## config.mk

```make
export PLATFORM = sky130hd
export DESIGN_NAME = mandel_iter_ctrl_flat
export DESIGN_NICKNAME = d
export VERILOG_FILES = /design/src/rtl/mandel_iter_ctrl_if.sv /design/src/rtl/mandel_iter_ctrl.sv /design/src/flat_wrapper.sv
export SDC_FILE = /design/constraint.sdc
export NUM_CORES = 1
export LEC_CHECK = 0
export BUFFER_PORTS_ARGS = -buffer_cell sky130_fd_sc_hd__buf_2
export CORE_MARGIN = 1
export CORE_UTILIZATION = 48
export DETAILED_ROUTE_END_ITERATION = 7
export HOLD_SLACK_MARGIN = 0.06
export PLACE_DENSITY = 0.77
export SLEW_MARGIN = 20
export SYNTH_ARGS = -nofsm -noshare
export SYNTH_HDL_FRONTEND = slang
export SYNTH_SLANG_ARGS = --single-unit
```

## constraint.sdc

```tcl
create_clock -name clk -period 4.3 [get_ports clk]
set_clock_uncertainty 0.2 [all_clocks]
set_input_delay 0.86 -clock clk [delete_from_list [all_inputs] [get_ports clk]]
set_output_delay 0.86 -clock clk [all_outputs]
set_load 0.03 [all_outputs]
```

## src/rtl/mandel_iter_ctrl_if.sv

```systemverilog
// Point input, generator feedback and result signals of the escape-time controller.
interface mandel_iter_ctrl_if #(
  parameter int ITER_W = 16
);
  logic              in_valid;
  logic              in_ready;
  logic [31:0]       c_re;
  logic [31:0]       c_im;
  logic [ITER_W-1:0] max_iter;
  logic [31:0]       gen_a;
  logic [31:0]       gen_b;
  logic [31:0]       gen_aa_minus_bb;
  logic [31:0]       gen_two_ab;
  logic [31:0]       gen_aa_plus_bb;
  logic              out_valid;
  logic              out_ready;
  logic [ITER_W-1:0] out_iter;
  logic              out_escaped;
  logic              busy;

  modport slave (
    input  in_valid, c_re, c_im, max_iter,
    input  gen_aa_minus_bb, gen_two_ab, gen_aa_plus_bb,
    input  out_ready,
    output in_ready, gen_a, gen_b, out_valid, out_iter, out_escaped, busy
  );

  modport master (
    output in_valid, c_re, c_im, max_iter,
    output gen_aa_minus_bb, gen_two_ab, gen_aa_plus_bb,
    output out_ready,
    input  in_ready, gen_a, gen_b, out_valid, out_iter, out_escaped, busy
  );
endinterface

```

## src/rtl/mandel_iter_ctrl.sv

```systemverilog
// Escape-time controller: runs z <- z^2 + c through an external squaring
// generator for one point at a time and reports the iteration count.
module mandel_iter_ctrl #(
  parameter int MUL_LAT = 3,
  parameter int ITER_W  = 16,
  parameter int FRAC    = 28
) (
  input  logic               clk,
  input  logic               rst,
  mandel_iter_ctrl_if.slave  bus
);

  localparam int          WAIT_W    = $clog2(MUL_LAT + 1);
  localparam logic [32:0] ESC_LIMIT = 33'(4) << FRAC;

  typedef enum logic [2:0] {IDLE, ISSUE, WAIT, UPDATE, DONE} state_t;

  state_t            state, state_nxt;
  logic [WAIT_W-1:0] wait_cnt;
  logic [31:0]       c_re_q, c_im_q;
  logic [31:0]       z_re, z_im;
  logic [ITER_W-1:0] max_iter_q;
  logic [ITER_W-1:0] count;
  logic [ITER_W-1:0] out_iter_q;
  logic              escaped_q;
  logic              accept, escape, at_limit;

  assign accept   = bus.in_valid && (state == IDLE);
  // |z|^2 arrives as an unsigned magnitude; exactly 4.0 must not escape.
  assign escape   = {1'b0, bus.gen_aa_plus_bb} > ESC_LIMIT;
  assign at_limit = (count == max_iter_q);

  always_ff @(posedge clk) begin
    if (rst) state <= IDLE;
    else     state <= state_nxt;
  end

  // NOTE: state_nxt gets a default before the case so no path leaves it unassigned (no latch).
  always_comb begin
    state_nxt = state;
    case (state)
      IDLE:    if (accept) state_nxt = ISSUE;
      ISSUE:   state_nxt = WAIT;
      WAIT:    if (wait_cnt == WAIT_W'(1)) state_nxt = UPDATE;
      UPDATE:  state_nxt = (escape || at_limit) ? DONE : ISSUE;
      DONE:    if (bus.out_ready) state_nxt = IDLE;
      default: state_nxt = IDLE;
    endcase
  end

  // NOTE: sequential state uses non-blocking assignments so every register samples pre-edge values.
  always_ff @(posedge clk) begin
    if (rst) begin
      z_re       <= '0;
      z_im       <= '0;
      count      <= '0;
      out_iter_q <= '0;
      escaped_q  <= 1'b0;
      wait_cnt   <= '0;
    end else begin
      case (state)
        IDLE: begin
          if (accept) begin
            z_re  <= '0;
            z_im  <= '0;
            count <= '0;
          end
        end
        ISSUE: wait_cnt <= WAIT_W'(MUL_LAT);
        WAIT:  wait_cnt <= wait_cnt - 1'b1;
        UPDATE: begin
          if (escape || at_limit) begin
            out_iter_q <= count;
            escaped_q  <= escape;
          end else begin
            z_re  <= bus.gen_aa_minus_bb + c_re_q;
            z_im  <= bus.gen_two_ab + c_im_q;
            count <= count + 1'b1;
          end
        end
        default: ;
      endcase
    end
  end

  // NOTE: operand captures carry no reset; they are always loaded on accept before being read.
  always_ff @(posedge clk) begin
    if (accept) begin
      c_re_q     <= bus.c_re;
      c_im_q     <= bus.c_im;
      max_iter_q <= bus.max_iter;
    end
  end

  assign bus.in_ready    = (state == IDLE);
  assign bus.busy        = (state != IDLE);
  assign bus.out_valid   = (state == DONE);
  assign bus.gen_a       = z_re;
  assign bus.gen_b       = z_im;
  assign bus.out_iter    = out_iter_q;
  assign bus.out_escaped = escaped_q;

endmodule

```

## src/flat_wrapper.sv

```systemverilog
// flat-port wrapper written by rule: the top's interface ports become plain ports
module mandel_iter_ctrl_flat 
#(
  parameter int MUL_LAT = 3,
  parameter int ITER_W  = 16,
  parameter int FRAC    = 28
)
  (clk, rst, bus_in_valid, bus_c_re, bus_c_im, bus_max_iter, bus_gen_aa_minus_bb, bus_gen_two_ab, bus_gen_aa_plus_bb, bus_out_ready, bus_in_ready, bus_gen_a, bus_gen_b, bus_out_valid, bus_out_iter, bus_out_escaped, bus_busy);
  mandel_iter_ctrl_if #(.ITER_W(ITER_W)) bus_i ();
  input  logic clk;
  input  logic rst;
  input wire logic [$bits(bus_i.in_valid)-1:0] bus_in_valid;
  input wire logic [$bits(bus_i.c_re)-1:0] bus_c_re;
  input wire logic [$bits(bus_i.c_im)-1:0] bus_c_im;
  input wire logic [$bits(bus_i.max_iter)-1:0] bus_max_iter;
  input wire logic [$bits(bus_i.gen_aa_minus_bb)-1:0] bus_gen_aa_minus_bb;
  input wire logic [$bits(bus_i.gen_two_ab)-1:0] bus_gen_two_ab;
  input wire logic [$bits(bus_i.gen_aa_plus_bb)-1:0] bus_gen_aa_plus_bb;
  input wire logic [$bits(bus_i.out_ready)-1:0] bus_out_ready;
  output wire logic [$bits(bus_i.in_ready)-1:0] bus_in_ready;
  output wire logic [$bits(bus_i.gen_a)-1:0] bus_gen_a;
  output wire logic [$bits(bus_i.gen_b)-1:0] bus_gen_b;
  output wire logic [$bits(bus_i.out_valid)-1:0] bus_out_valid;
  output wire logic [$bits(bus_i.out_iter)-1:0] bus_out_iter;
  output wire logic [$bits(bus_i.out_escaped)-1:0] bus_out_escaped;
  output wire logic [$bits(bus_i.busy)-1:0] bus_busy;
  assign bus_i.in_valid = bus_in_valid;
  assign bus_i.c_re = bus_c_re;
  assign bus_i.c_im = bus_c_im;
  assign bus_i.max_iter = bus_max_iter;
  assign bus_i.gen_aa_minus_bb = bus_gen_aa_minus_bb;
  assign bus_i.gen_two_ab = bus_gen_two_ab;
  assign bus_i.gen_aa_plus_bb = bus_gen_aa_plus_bb;
  assign bus_i.out_ready = bus_out_ready;
  assign bus_in_ready = bus_i.in_ready;
  assign bus_gen_a = bus_i.gen_a;
  assign bus_gen_b = bus_i.gen_b;
  assign bus_out_valid = bus_i.out_valid;
  assign bus_out_iter = bus_i.out_iter;
  assign bus_out_escaped = bus_i.out_escaped;
  assign bus_busy = bus_i.busy;
  mandel_iter_ctrl #(.MUL_LAT(MUL_LAT), .ITER_W(ITER_W), .FRAC(FRAC)) u_core (.clk(clk), .rst(rst), .bus(bus_i));
endmodule
```

==> flow_metrics.env <==
export IMPL_fin_nets=1456
export IMPL_drive_gt1_share_pct=26.2
export IMPL_tightest_slew_ps=776
export IMPL_min_to="u_core.bus.gen_a[25]"
export IMPL_grt_pass1_vias=7723
export IMPL_whs_path_depth=2
export IMPL_cts_sinks=182
export IMPL_vdd_drop_max_mv=0.320
export IMPL_final_cell_count_no_fill=1486
export IMPL_syn_area_per_cell_um2=9.84
export IMPL_holdBufCountCts=0
export IMPL_synth_common_cells="nor2_1, dfxtp_1, a21oi_1"
export IMPL_routed_via_count=8087
export IMPL_r2r_end="u_core.bus.gen_a[28]"
export IMPL_clk_latency_ps=440
export IMPL_relSlewSlack_pct=48.1
export IMPL_vias_per_cell=5.44
export IMPL_start_util_pct=49.7
export IMPL_fp_dieH_um=142
export IMPL_grt_pass1_wl_mm=38.1
export IMPL_design_core_area_um2=19000
export IMPL_synth_most_common_cell="nor2_1"
export IMPL_rr_worst_depth=12
export IMPL_ys_seq_area_share_pct=47.2
export IMPL_pwr_density_cell_nw_per_um2=532
export IMPL_hold_violations=0
export IMPL_dieArea_um2=20200
export IMPL_fin_crit_sh_pct=76.5
export IMPL_synth_area_leaders="edfxtp_1, dfxtp_1, ha_1, xnor2_1, a21oi_1"
export IMPL_drv_slew=0
export IMPL_layout_setup_ws_ps=1010
export IMPL_drt_iter0_markers=479
export IMPL_status="completed"
export IMPL_worstPathMaxFanout=4
export IMPL_worstSetupPathType="in2reg"
export IMPL_start_kind="primary input"
export IMPL_synth_cell_type_count=68
export IMPL_ctsResizeCount=0
export IMPL_detail_route_wl_per_cell_um=16.4
export IMPL_syn_cell_area_um2=9420
export IMPL_first_pass_iters=5
export IMPL_clk_pin_slew_ps=80
export IMPL_rows=50
export IMPL_syn_inst=957
export IMPL_dp_cells=1451
export IMPL_layout_min_cycle_time_ps=3290
export IMPL_r2r_start="u_core.c_re_q[0]"
export IMPL_crit_chain="buf_2 -> ha_1 -> inv_1 -> fa_1 -> nor2b_1 -> o31a_1 -> o2111ai_1 -> nand4_1 -> a41oi_2 -> o31a_1 -> o21ai_1 -> o2111ai_1 -> o311ai_1"
export IMPL_grt_overflow=0
export IMPL_setup_violations=0
export IMPL_power_leakage_nw=5.02
export IMPL_slowest_stage="fa_1"
export IMPL_finalWeightedCongestion=0.875
export IMPL_endpoint_kind="flop"
export IMPL_yosysTopAreaCellShare_pct=25.5
export IMPL_synth_seq_cells=182
export IMPL_hold_path_class="reg2reg"
export IMPL_antenna_found_initial=4
export IMPL_grt_total_usage_pct=24.2
export IMPL_yosysWarnings=0
export IMPL_max_freq_ghz=0.304
export IMPL_critPathTopFamily="compound AO/OA/AOI/OAI gates"
export IMPL_cts_root_buf="clkbuf_16"
export IMPL_slowest_delay_ps=370
export IMPL_worstPathArrival_ps=3430
export IMPL_min_from="u_core.bus.gen_a[25]"
export IMPL_maxCapViolCount=0
export IMPL_drt_wl_total_mm=24.3
export IMPL_die_w_um=142
export IMPL_ant_nets=0
export IMPL_rsz0062_at_grt="no"
export IMPL_drcViolationCount=0
export IMPL_place_hpwl_mm=18.3
export IMPL_finish_utilization_pct=61.2
export IMPL_portBuffers=263
export IMPL_post_cts_setup_buffers=0
export IMPL_cts_buffers=17
export IMPL_crit_buf_inv=2
export IMPL_r2r_slack_ps=1170
export IMPL_cts_tree="built"
export IMPL_async_flop_share_pct=0
export IMPL_syn_nets=1203
export IMPL_setup_tns_ps=0
export IMPL_final_cell_area_um2=11600
export IMPL_synth_main_ff_cell="dfxtp_1"
export IMPL_synth_top_cell_by_area="edfxtp_1"
export IMPL_grt_start_max_net_pins=45
export IMPL_synth_edff_count=80
export IMPL_dp_slack_ps=611
export IMPL_area_growth_pct=23.0
export IMPL_h_tree_depth=4
export IMPL_required_ps=4440
export IMPL_ioPinCount=264
export IMPL_cts_buffer_depth=2
export IMPL_placed_area_um2=11000
==> placed cells by master (no fill, tap or decap), types with 18 or more instances in the layout <==
cell type,n
buf_2,263
nor2_1,104
dfxtp_1,102
a21oi_1,86
nand2_1,82
edfxtp_1,80
ha_1,64
xnor2_1,52
xor2_1,36
o21ai_0,33
a21o_1,29
nor3_1,24
inv_1,19
o21ai_1,19
nand3_1,18
==> per-stage QoR <==
| step | hold WS (ps) | power (mW) |
|---|---|---|
| after floorplan | 285 | 4.03 |
| after global placement | 233 | 4.55 |
| after detailed placement | 239 | 4.59 |
| after global routing | 269 | 6.53 |
| after CTS | 251 | 6.19 |
| final | 248 | 6.17 |
==> registers in the layout, summed over array words and instances, names as in the netlist <==
name                    cells
u_core.max_iter_q          16
u_core.bus.out_iter        16
u_core.count               16
u_core.state                3
u_core.bus.out_escaped      1
u_core.bus.gen_a           32
u_core.bus.gen_b           32
u_core.c_re_q              32
u_core.wait_cnt             2
u_core.c_im_q              32
==> where the power goes <==
group / leakage, nW / switching [mW] / internal, mW / total [mW]
clock network: 0.291 / 0.748 / 0.845 / 1.59
logic: 3.15 / 1.42 / 0.880 / 2.30
registers: 1.58 / 0.127 / 2.15 / 2.27
total: 5.02 / 2.30 / 3.87 / 6.17
==> worst max-delay path by stage <==
stage	from	to	slack, ps	cells past startpoint
finish	bus_gen_aa_minus_bb[0]	u_core.bus.gen_a[28]	1010	13
global route	bus_gen_aa_minus_bb[0]	u_core.bus.gen_a[28]	790	13
CTS	bus_gen_two_ab[0]	u_core.bus.gen_b[30]	1070	13
detailed placement	bus_gen_aa_minus_bb[0]	u_core.bus.gen_a[28]	610	13
global placement	bus_gen_two_ab[0]	u_core.bus.gen_b[30]	660	13
floorplan	u_core.state[1]	u_core.count[12]	500	10
==> tightest hold or removal path, stage by stage, from the launching register on <==
cell and delay (ps):
dfxtp_1 310, nand2_1 50, o21ai_1 50
==> kinds of logic after synthesis <==
kind of cell             synth area share, %
AO/OA/AOI/OAI                           17.1
XOR/XNOR                                8.18
adder cells (fa/ha/maj)                 8.92
buffers and inverters                   2.31
flip-flops                              47.2
multiplexers                            1.81
AND/OR/NAND/NOR                         14.6
==> per-layer routing <==
| metal | part of all wire (%) | track usage [%] | wire (µm) | vias up |
|---|---|---|---|---|
| li1 | - | - | - | 3994 |
| met1 | 43 | 29.2 | 10500 | 3768 |
| met2 | 48 | 41.8 | 11600 | 300 |
| met3 | 7.7 | 7.03 | 1870 | 23 |
| met4 | 1.4 | 6.96 | 347 | 2 |
| met5 | 0.053 | 0 | 13 | - |
==> cell type report <==
cell class                      instances  area, µm²
Timing Repair Buffer                  270       1370
Tap cell                              260        325
Sequential cell                       182       4440
Multi-Input combinational cell        720       4780
Clock buffer                           18        439
Antenna cell                            3       7.51
Inverter                               19       71.3
Fill cell                            1631       7360
Clock inverter                         14        153
(Power assumes the default switching activity.)
